--- src/rtl/tail_light_decoder_pkg.sv ---
// Shared types and pattern constants for the tail-light receive-side decoder.
package tail_light_pkg;

    typedef enum logic [2:0] {
        MODE_OFF    = 3'd0,
        MODE_TURN   = 3'd1,
        MODE_BRAKE  = 3'd2,
        MODE_FOG    = 3'd3,
        MODE_HAZARD = 3'd4,
        MODE_ERROR  = 3'd7
    } lamp_mode_t;

    localparam logic [2:0] PAT_OFF = 3'b000;
    localparam logic [2:0] PAT_1   = 3'b100;
    localparam logic [2:0] PAT_2   = 3'b110;
    localparam logic [2:0] PAT_ALL = 3'b111;

    localparam logic [3:0] RUN_MAX = 4'd15;

    function automatic logic is_legal(input logic [2:0] pattern);
        logic ok;
        case (pattern)
            PAT_OFF, PAT_1, PAT_2, PAT_ALL: ok = 1'b1;
            default:                        ok = 1'b0;
        endcase
        return ok;
    endfunction

endpackage

--- src/rtl/tail_light_decoder_side.sv ---
// Single-side lamp classifier: tracks the previous pattern, its run length,
// the current lamp mode and the completed turn-sweep count.
module lamp_side_decoder
    import tail_light_pkg::*;
#(
    parameter int HOLD  = 3,
    parameter int CNT_W = 8
) (
    input  logic             clk,
    input  logic             reset,
    input  logic [2:0]       pattern,
    output lamp_mode_t       mode,
    output lamp_mode_t       mode_next,
    output logic [CNT_W-1:0] turns,
    output logic             illegal
);

    localparam logic [3:0] HOLD_RUN = 4'(HOLD);

    logic [2:0]       prev_q;
    logic [3:0]       run_q;
    logic [3:0]       run_next;
    lamp_mode_t       mode_q;
    logic [CNT_W-1:0] turns_q;
    logic             turn_hit;

    always_ff @(posedge clk) begin
        if (reset) begin
            prev_q  <= PAT_OFF;
            run_q   <= 4'd0;
            mode_q  <= MODE_OFF;
            turns_q <= '0;
        end else begin
            prev_q <= pattern;
            run_q  <= run_next;
            mode_q <= mode_next;
            if (turn_hit) begin
                turns_q <= turns_q + 1'b1;
            end
        end
    end

    // Rules are ordered: transitions take priority over steady-hold classification,
    // and a steady pattern only classifies on the exact cycle its run reaches HOLD.
    always_comb begin
        illegal   = !is_legal(pattern);
        run_next  = (pattern == prev_q) ? ((run_q == RUN_MAX) ? RUN_MAX : run_q + 4'd1) : 4'd1;
        mode_next = mode_q;
        turn_hit  = 1'b0;

        if (illegal) begin
            mode_next = MODE_ERROR;
        end else if (prev_q == PAT_OFF && pattern == PAT_ALL) begin
            mode_next = MODE_HAZARD;
        end else if (prev_q == PAT_ALL && pattern == PAT_OFF && mode_q == MODE_HAZARD) begin
            mode_next = MODE_HAZARD;
        end else if ((prev_q == PAT_1 && pattern == PAT_2) ||
                     (prev_q == PAT_2 && pattern == PAT_ALL)) begin
            mode_next = MODE_TURN;
        end else if (prev_q == PAT_ALL && pattern == PAT_OFF && mode_q == MODE_TURN) begin
            mode_next = MODE_TURN;
            turn_hit  = 1'b1;
        end else if (run_next == HOLD_RUN) begin
            // A steady 110 never happens in a legal sweep, so it classifies as ERROR.
            case (pattern)
                PAT_ALL: mode_next = MODE_BRAKE;
                PAT_1:   mode_next = MODE_FOG;
                PAT_OFF: mode_next = MODE_OFF;
                PAT_2:   mode_next = MODE_ERROR;
                default: mode_next = mode_q;
            endcase
        end
    end

    assign mode  = mode_q;
    assign turns = turns_q;

endmodule

--- src/rtl/tail_light_decoder.sv ---
// Tail-light monitor top: two independent side decoders plus shared hazard and error flags.
module tail_light_decoder
    import tail_light_pkg::*;
#(
    parameter int HOLD  = 3,
    parameter int CNT_W = 8
) (
    input  logic             clk,
    input  logic             reset,
    input  logic             la,
    input  logic             lb,
    input  logic             lc,
    input  logic             ra,
    input  logic             rb,
    input  logic             rc,
    output logic [2:0]       left_mode,
    output logic [2:0]       right_mode,
    output logic [CNT_W-1:0] left_turns,
    output logic [CNT_W-1:0] right_turns,
    output logic             hazard,
    output logic             err_pulse,
    output logic             err_sticky
);

    lamp_mode_t left_mode_q;
    lamp_mode_t right_mode_q;
    lamp_mode_t left_mode_n;
    lamp_mode_t right_mode_n;
    logic       left_illegal;
    logic       right_illegal;
    logic       hazard_q;
    logic       err_pulse_q;
    logic       err_sticky_q;

    lamp_side_decoder #(.HOLD(HOLD), .CNT_W(CNT_W)) u_left (
        .clk       (clk),
        .reset     (reset),
        .pattern   ({la, lb, lc}),
        .mode      (left_mode_q),
        .mode_next (left_mode_n),
        .turns     (left_turns),
        .illegal   (left_illegal)
    );

    lamp_side_decoder #(.HOLD(HOLD), .CNT_W(CNT_W)) u_right (
        .clk       (clk),
        .reset     (reset),
        .pattern   ({ra, rb, rc}),
        .mode      (right_mode_q),
        .mode_next (right_mode_n),
        .turns     (right_turns),
        .illegal   (right_illegal)
    );

    // Flags are built from next-state values so they line up with the registered modes.
    always_ff @(posedge clk) begin
        if (reset) begin
            hazard_q     <= 1'b0;
            err_pulse_q  <= 1'b0;
            err_sticky_q <= 1'b0;
        end else begin
            hazard_q     <= (left_mode_n == MODE_HAZARD) && (right_mode_n == MODE_HAZARD);
            err_pulse_q  <= left_illegal || right_illegal;
            err_sticky_q <= err_sticky_q || left_illegal || right_illegal;
        end
    end

    assign left_mode  = left_mode_q;
    assign right_mode = right_mode_q;
    assign hazard     = hazard_q;
    assign err_pulse  = err_pulse_q;
    assign err_sticky = err_sticky_q;

endmodule

--- config.mk ---
export PLATFORM = sky130hd
export DESIGN_NAME = tail_light_decoder
export DESIGN_NICKNAME = d
export VERILOG_FILES = /design/src/rtl/tail_light_decoder_pkg.sv /design/src/rtl/tail_light_decoder_side.sv /design/src/rtl/tail_light_decoder.sv
export SDC_FILE = /design/constraint.sdc
export NUM_CORES = 1
export LEC_CHECK = 0
export BUFFER_PORTS_ARGS = -buffer_cell sky130_fd_sc_hd__buf_2
export CAP_MARGIN = 20
export CORE_MARGIN = 1.5
export CORE_UTILIZATION = 30
export DETAILED_ROUTE_END_ITERATION = 8
export PLACE_DENSITY = 0.57
export SYNTH_ARGS = -nofsm -noshare
export SYNTH_HDL_FRONTEND = slang
export SYNTH_SLANG_ARGS = --single-unit
export TNS_END_PERCENT = 1
--- constraint.sdc ---
create_clock -name clk -period 5.3 [get_ports clk]
set_input_delay 0.265 -clock clk [delete_from_list [all_inputs] [get_ports clk]]
set_output_delay 0.265 -clock clk [all_outputs]
set_load 0.02 [all_outputs]
After elaboration in Yosys (flattened, before gate mapping)
Cells that the tools add are included.
Operators by class
  add/sub/neg operators: 4
  equal/unequal tests: 24
  reduce and logical (&&, ||, !) cells: 26
  multiplexer cells: 30
Operator list (number)
  $eq A3 B3 Y1 const B: 16
  $mux W3: 12
  $pmux W3 S4: 2
  $add A8 B1 Y8 const B: 2
  $mux W4: 4
  $logic_and A1 B1 Y1: 13
  $logic_not A3 Y1: 4
  $mux W1: 12
  $add A4 B1 Y4 const B: 2
  $eq A4 B2 Y1 const B: 2
  $eq A4 B4 Y1 const B: 2
  $reduce_or A4 Y1: 2
  $eq A3 B1 Y1 const B: 2
  $eq A3 B3 Y1: 2
  $logic_or A1 B1 Y1: 5
  $logic_not A1 Y1: 2
Storage, ports and cells
  flip-flop bits (word level): 39

Logic depth before layout (Yosys ltp)
Gate-level depths: netlist (run 1).
  word-level depth: 12
  gate-level depth with buffers: 8
  mapped depth without buffers: 7

Cells and area by module
Synthesis (run 1) repeated with hierarchy kept, for this count alone.
Second synthesis, totals
  cells, all modules: 239
  area, all modules: 2107.0 um^2
Modules (own cells, without submodules)
  lamp_side_decoder: area an instance 1003.5 um^2, instances 2, cells an instance 115
  tail_light_decoder: area an instance 100.1 um^2, instances 1, cells an instance 9

Least setup slack after synthesis (run 1)
No wires, ideal clock.
  kind: flip-flop to flip-flop
  from: register u_right.run_q[0]
  to: register hazard_q (netlist: hazard)
  arrival: 1962 ps
  buffers on the path: 0
  cell stages (with the launch flop): 8
  setup slack: 3211 ps
  cells stage by stage: dfxtp_1 > ha_1 > xor2_1 > or4_1 > or4_1 > a31o_2 > nand4_1 > nor3_2
On the way
  longest elaborated chain between the ends: 12
Ends and longest elaborated chain
  from (decl): RTL line tail_light_decoder_side.sv:21  | logic [3:0] run_q;
  from (signal assigned): RTL line tail_light_decoder_side.sv:35  | run_q <= run_next;
  $add A4 B1 Y4 / $eq A4 B4 Y1 (equally long branches): RTL line tail_light_decoder_side.sv:47  | run_next = (pattern == prev_q) ? ((run_q == RUN_MAX) ? RUN_MAX : run_q + 4'd1) : 4'd1;
  $mux W4 * (2 in a row): RTL line tail_light_decoder_side.sv:47
  $eq A4 B2 Y1 *: RTL line tail_light_decoder_side.sv:63  | end else if (run_next == HOLD_RUN) begin
  $mux W3 *: RTL line tail_light_decoder_side.sv:63
  $mux W3 *: RTL line tail_light_decoder_side.sv:60  | end else if (prev_q == PAT_ALL && pattern == PAT_OFF && mode_q == MODE_TURN) begin
  $mux W3 *: RTL line tail_light_decoder_side.sv:57  | end else if ((prev_q == PAT_1 && pattern == PAT_2) ||
  $mux W3 *: RTL line tail_light_decoder_side.sv:55  | end else if (prev_q == PAT_ALL && pattern == PAT_OFF && mode_q == MODE_HAZARD) begin
  $mux W3 *: RTL line tail_light_decoder_side.sv:53  | end else if (prev_q == PAT_OFF && pattern == PAT_ALL) begin
  $mux W3 *: RTL line tail_light_decoder_side.sv:51  | if (illegal) begin
  $eq A3 B3 Y1 *: RTL line tail_light_decoder.sv:62  | hazard_q <= (left_mode_n == MODE_HAZARD) && (right_mode_n == MODE_HAZARD);
  $logic_and A1 B1 Y1 *: RTL line tail_light_decoder.sv:62
  to (signal assigned): RTL line tail_light_decoder.sv:62
  to (decl): RTL line tail_light_decoder.sv:31  | logic hazard_q;
Mark *: on every way between the ends. The rest lies on a longest branch, timed or not.
A chain may end at the register's enable or synchronous reset.

Worst setup path in the final report (run 1)
Same ends and word-level chain as after synthesis.

==> metrics.cfg, run 1 <==
[finish]
final_layout_size_suffix_gt1_share_pct = 21.67
layout.nets = 251
final_area_um2 = 2213
layout_commonest_cell = dfxtp_1
area_delta_synth_final_pct = 19.85
layout_common_cells = 39 x dfxtp_1, 35 x nor2_1, 32 x buf_2, 13 x xor2_1, 11 x xnor2_1
diodes = 0

[hold_path]
hold_path.class = in -> reg

[logic_synthesis]
avgSynthCellArea_um2 = 9.009
netlist_area_um2 = 1847
synth_cell_types = 43
synthCells = 205
yosys_warnings = 0
synth_edf_count = 0
synth_ff_type = dfxtp_1
ys_ff_latch = 39
synthArstFlopShare_pct = 0
synth_nets = 217
ys_seq_area_share_pct = 42.28

[sta]
rsz0062_at_grt = false
slew_headroom_pct = 57.04
hold_viol_final = 0
fin_skew_ns = 0.006778
setup-violations-final = 0
finalMaxSlewViolations = 0
worstMarginPinSlew_ns = 0.6445
period_share_pct = 41.61
clock.fmax_mhz = 453.4
finalCriticalPeriod_ns = 2.205
fin_ws_ns = 3.095
setup_tns_ns = 0

[outcome]
status = finished, final reports clean

[clocking]
holdBufCountCts = 0
cts_sinks = 39
cts_setup_buffers = 0
cts_tree = built
clock_latency_ns = 0.29
path_clk_slew_ns = 0.08
htree_num_levels = 2
ctsResizeCount = 0
cts_root_buf = clkbuf_8
clockBufferDepth = 2
cts-buffers-inserted = 5

[route]
drc_errors = 0
drtPass1Iterations = 4
antenna_left = 0
vias_per_cell = 4.806
wl_per_cell_um = 12.14
num_vias = 1514
drtIter0Drc = 71
totalWireLength_um = 3825

[power]
power_density_nw_per_um2 = 302.9
power_w = 0.0006703
p_leak_nw = 0.9162
peakVddDrop_mv = 0.1290

[global_routing]
grt_overflow = 0
grt-busiest-layer = met2
grt_use_met2_pct = 18.43
grt_pass1_wl_um = 6492
use_met1_pct = 17.57
grt_max_degree = 35
gr-usage-met3_pct = 3.889
antenna_found_initial = 0
grt_use_total_pct = 12.84
grt_pass1_vias = 1367

[die]
die_h_um = 81.46
rows = 28
die_w_um = 81.46
core-area_um2 = 5921
start_util_pct = 31.19
num_io_pins = 33
die-area_um2 = 6636

[placed_design]
place.gp.congestion = 0.7952
pre_cts_slack_ns = 3.102
placed_area_um2 = 2077
port_buffers = 32
dp_hpwl_um = 2709

[critical_path]
path_cells = ha_1 -> xor2_1 -> or4_1 -> or4_1 -> a31o_2 -> nand4_1 -> nor3_2
worst_setup_path_end_kind = register
path_max_fanout = 6
cp_data_arrival_time_ns = 2.38
crit_family = simple AND/OR/NAND/NOR gates
cp_slowest_cell = or4_1
cpMostUsedCell = or4_1
cp.required_ns = 5.48
critPathKind = reg -> reg
critical_path_buf_inv_count = 0
crit_path_max_incr_delay_ns = 0.48
worstSetupStartpointType = register

[job]
drv_cap = 0

-- sequential cells by signal (all words and copies together) (netlist names) --
name / flops
hazard: 1
err_pulse: 1
u_right.turns: 8
u_left.turns: 8
u_right.run_q: 4
u_left.run_q: 4
u_left.mode: 3
u_right.prev_q: 3
u_right.mode: 3
u_left.prev_q: 3
err_sticky: 1
-- Yosys cell counts (all sizes together), types with 4 or more instances --
cell type / number / area [um2]
dfxtp: 39 / 780.8
nor2: 35 / 131.4
xor2: 13 / 113.9
xnor2: 11 / 96.34
nand2: 10 / 37.54
nand3: 9 / 45.04
a31oi: 7 / 43.79
inv: 7 / 26.28
nand4: 6 / 43.79
nor2b: 6 / 37.54
o21ai: 6 / 30.03
a21oi: 4 / 20.02
and3: 4 / 30.03
clkbuf: 4 / 15.01
ha: 4 / 50.05
nor3: 4 / 25.02
or4: 4 / 33.78
-- metal layers --
layer / share of wire (%) / vias up
met5: 0 / -
met4: 1.9 / 0
met3: 4.6 / 8
met2: 42 / 26
met1: 52 / 689
li1: - / 791
-- power breakdown --
part	internal [W]	total (W)	switching, W
Clock	0.000188	0.000292	0.000105
Sequential	0.000303	0.000313	0.0000100
Combinational	0.0000261	0.0000653	0.0000392
-- metrics by stage --
stage / instances / util (%) / hold WS (ns)
2_1_floorplan: 205 / - / 0.3366
4_1_cts: 315 / 37.38 / 0.2485
3_5_place_dp: 307 / 35.08 / 0.4600
6_report: 315 / 37.38 / 0.2553
3_3_place_gp: 307 / 35.08 / 0.4580
5_1_grt: 315 / 37.38 / 0.2608
-- cell families after synthesis --
| logic type | count (synthesis) | synth area share [%] |
|---|---|---|
| xor+xnor | 24 | 11.38 |
| buf+inv | 13 | 3.116 |
| compound gates | 30 | 11.18 |
| simple gates | 92 | 27.71 |
| flops | 39 | 42.28 |
| fa+ha+maj | 4 | 2.710 |
| mux | 3 | 1.626 |
-- path summary, 6_finish.rpt --
check | from | endpoint | slack [ns] | depth (start not counted)
setup / recovery | u_right.run_q[0] | hazard | 3.09 | 7
hold / removal | la | u_left.prev_q[2] | 0.26 | 2
setup reg to reg | u_right.run_q[0] | hazard | 3.09 | 7
hold reg to reg | err_sticky | err_sticky | 0.47 | 2
-- final cells by class --
class,count,area [um2]
Clock buffer,5,68.82
Timing Repair Buffer,33,167.7
Sequential cell,39,780.7
Multi-Input combinational cell,153,1008
Tap cell,75,93.84
Clock inverter,3,67.56
Inverter,7,26.28
Fill cell,617,3707
-- worst register-to-register path: cells and delay by family, from the launching register on --
family                   cells  cell delay (ns)
flip-flops                   1             0.35
AND/OR/NAND/NOR              4             1.06
XOR/XNOR                     1             0.16
AO/OA/AOI/OAI                1             0.27
adder cells (fa/ha/maj)      1             0.27
Power figures use the tool's default switching activity.
==> run 2: changes to the inputs <==
ABC_AREA = 1   (was unset)
clock period = 2.07 ns   (was 5.3 ns; I/O delays follow)
==> run 2 against run 1 <==
- design area rose by 14%
- count of clock-buffer cells in the layout rose by 1
- global-route usage rose by 0.15 points
- via count rose by 29%
- first-iteration DRC count fell by 32%
- highest routed layer unchanged
- critical path type unchanged
- total power rose by 130%
==> metrics.cfg, run 2 <==
[critical_path]
worst_setup_path_end_kind = register
crit_family = simple AND/OR/NAND/NOR gates
critical_path_buf_inv_count = 0  ; unchanged
cp.required_ns = 2.29  ; -3.19 ns
crit_path_max_incr_delay_ns = 0.36  ; -0.12 ns
path_cells = ha_1 -> nand3_1 -> nand2_1 -> nand4_1 -> nor2_2 -> nand2_4 -> nand2_2 -> nand3_1 -> a21oi_2 -> nand3_1 -> nor2_1
timing.rr.end = hazard
path_max_fanout = 4  ; -2
cpMostUsedCell = nand3_1
critPathKind = reg -> reg
cp_slowest_cell = dfxtp_1
reg2reg_slack_ns = 0.35  ; -2.75 ns
cp_data_arrival_time_ns = 1.95  ; -0.43 ns
rr_worst_depth = 11  ; +4
worstSetupStartpointType = register
r2r_start = u_left.run_q[0]

[logic_synthesis]
synth_cell_types = 38  ; -12%
synthCells = 303  ; +48%
yosysMostFrequentCell = nand2_1
avgSynthCellArea_um2 = 7.152  ; -21%
synth_area_leaders = dfxtp_1 36%, nand2_1 10%, inv_1 7.1%, nor2_1 6.8%, nand3_1 5.1%
synth_ff_type = dfxtp_1
netlist_area_um2 = 2167  ; +17%
netlist.top_cell.by_area = dfxtp_1
synthArstFlopShare_pct = 0  ; unchanged
ys_seq_area_share_pct = 36.03  ; -6.2 points
yosys-top-cells-count = 58 x nand2_1, 41 x inv_1, 39 x dfxtp_1, 39 x nor2_1, 22 x nand3_1
ys_ff_latch = 39  ; unchanged
yosys_warnings = 0  ; unchanged
yosysTopAreaCellShare_pct = 36.03  ; -6.2 points
synth_nets = 315  ; +45%
synth_edf_count = 0  ; unchanged

[finish]
regArea_um2 = 780.7  ; unchanged
area_delta_synth_final_pct = 16.17
multi_input_area_um2 = 1170  ; +16%
layout.nets = 351  ; +40%
layout_common_cells = 58 x nand2_1, 41 x inv_1, 39 x nor2_1, 39 x dfxtp_1, 32 x buf_2
diodes = 0  ; unchanged
layout_commonest_cell = nand2_1
fill_cells = 797  ; +29%
final_layout_size_suffix_gt1_share_pct = 24.71  ; +3.0 points

[sta]
slew_headroom_pct = 70.43  ; +13 points
setup-violations-final = 0  ; unchanged
finalMaxSlewViolations = 0  ; unchanged
setup_tns_ns = 0  ; unchanged
fin_skew_ns = 0.007174  ; +0.0003960 ns
clock.fmax_mhz = 580.1  ; +28%
worstMarginPinSlew_ns = 0.4430  ; -0.2014 ns
fin_hold_ws_ns = 0.07837  ; -0.1769 ns
hold_viol_final = 0  ; unchanged
period_share_pct = 83.28  ; +42 points
rsz0062_at_grt = false
finalCriticalPeriod_ns = 1.724  ; -0.4814 ns

[hold_path]
hold_path.class = in -> reg
holdPathEnd = u_left.prev_q[1]
hp-start = lb
hold_path_depth = 3  ; +1

[clocking]
clockBufferDepth = 2  ; unchanged
path_clk_slew_ns = 0.08  ; about the same
clock_latency_ns = 0.29  ; about the same
cts_root_buf = clkbuf_8
holdBufCountCts = 0  ; unchanged
cts_sinks = 39  ; unchanged
ctsResizeCount = 0  ; unchanged
cts_setup_buffers = 0  ; unchanged
cts-buffers-inserted = 5  ; unchanged
cts_tree = built
htree_num_levels = 2  ; unchanged

[placed_design]
dp_hpwl_um = 3526  ; +30%
port_buffers = 32  ; unchanged
place.gp.congestion = 0.8488  ; +6.7%

[global_routing]
grt_max_degree = 23  ; -34%
grt_overflow = 0  ; unchanged
antenna_found_initial = 0  ; unchanged
grt_use_total_pct = 12.99  ; +0.15 points
grt_pass1_vias = 1925  ; +41%
grt_pass1_wl_um = 8024  ; +24%

[die]
die_w_um = 87.99  ; +8.0%
rows = 30  ; +7.1%
start_util_pct = 31.38  ; +0.18 points
die_h_um = 87.99  ; +8.0%
core-area_um2 = 6907  ; +17%
die-area_um2 = 7742  ; +17%
num_io_pins = 33  ; unchanged

[route]
num_vias = 1951  ; +29%
drtPass1Iterations = 4  ; unchanged
totalWireLength_um = 4575  ; +20%
vias_per_cell = 4.475  ; -6.9%
wl_per_cell_um = 10.49  ; -14%
drc_errors = 0  ; unchanged
antenna_left = 0  ; unchanged
drtIter0Drc = 48  ; -32%

[job]
drv_cap = 0  ; unchanged

[power]
peakVddDrop_mv = 0.2597  ; +100%
p_leak_nw = 1.230  ; +34%
power_w = 0.001529  ; +130%
power_density_nw_per_um2 = 607.4  ; +100%

[outcome]
status = finished, final reports clean

run 2: cell types whose count changed in the layout (fill, tap and decap cells not counted), moves of 8 or more:
cell	delta
nand2_1	+48
inv_1	+34
nand3_1	+13
xor2_1	-13
a21oi_1	+11
xnor2_1	-9
inv_2	+8
nand2_2	+8
o21ai_0	+8
run 2: per-layer routing:
metal,GRT usage (%),vias up,wire [um]
met5,0,-,0
met4,5.195,0,48
met3,3.016,4,160
met2,21.58,26,2122
met1,16.19,889,2243
li1,-,1032,-
run 2: worst reg2reg max path, cell delays in order (launching register included):
cell,delay [ns]
dfxtp_1,0.36
ha_1,0.20
nand3_1,0.10
nand2_1,0.08
nand4_1,0.14
nor2_2,0.23
nand2_4,0.08
nand2_2,0.06
nand3_1,0.08
a21oi_2,0.15
nand3_1,0.09
nor2_1,0.08
run 2: logic make-up after synthesis:
kind of cell	after synthesis	synth area share, %
AND/OR/NAND/NOR	159	37.82
buffers and inverters	55	9.989
AO/OA/AOI/OAI	43	12.30
flip-flops	39	36.03
adder cells (fa/ha/maj)	4	2.310
XOR/XNOR	3	1.559
run 2: cell type report:
class / count / share of cell area [%]
clock inverters: 2 / 0.4970
multi-input cells: 209 / 46.47
flip-flops and latches: 39 / 31.01
repair buffers: 33 / 6.660
clock buffers: 6 / 2.883
well taps: 96 / 4.771
inverters: 51 / 7.704
run 2: stage by stage:
| stage | cells | area [um2] | worst slack [ns] | utilization, % |
|---|---|---|---|---|
| 2_1_floorplan | 303 | 2167 | 0.5279 | - |
| 3_3_place_gp | 428 | 2432 | 0.4185 | 35.22 |
| 3_5_place_dp | 428 | 2432 | 0.3830 | 35.22 |
| 4_1_cts | 436 | 2517 | 0.3526 | 36.45 |
| 5_1_grt | 436 | 2517 | 0.1645 | 36.45 |
| 6_report | 436 | 2517 | 0.3461 | 36.45 |
run 2: worst max path at each step:
stage	endpoint	cells after the start	slack (ns)	startpoint
after floorplan	u_right.turns[6]	9	0.53	u_right.mode[0]
after global placement	hazard	12	0.42	u_left.run_q[0]
after detailed placement	hazard	11	0.38	u_left.run_q[0]
after CTS	hazard	11	0.35	u_left.run_q[0]
after global routing	hazard	13	0.16	u_left.run_q[0]
final	hazard	11	0.35	u_left.run_q[0]
run 2: power breakdown:
group	leakage, nW	switching [W]	internal (W)	total, W
clock network	0.0412	0.000275	0.000236	0.000511
logic	0.869	0.000145	0.0000758	0.000221
registers	0.319	0.0000234	0.000774	0.000797
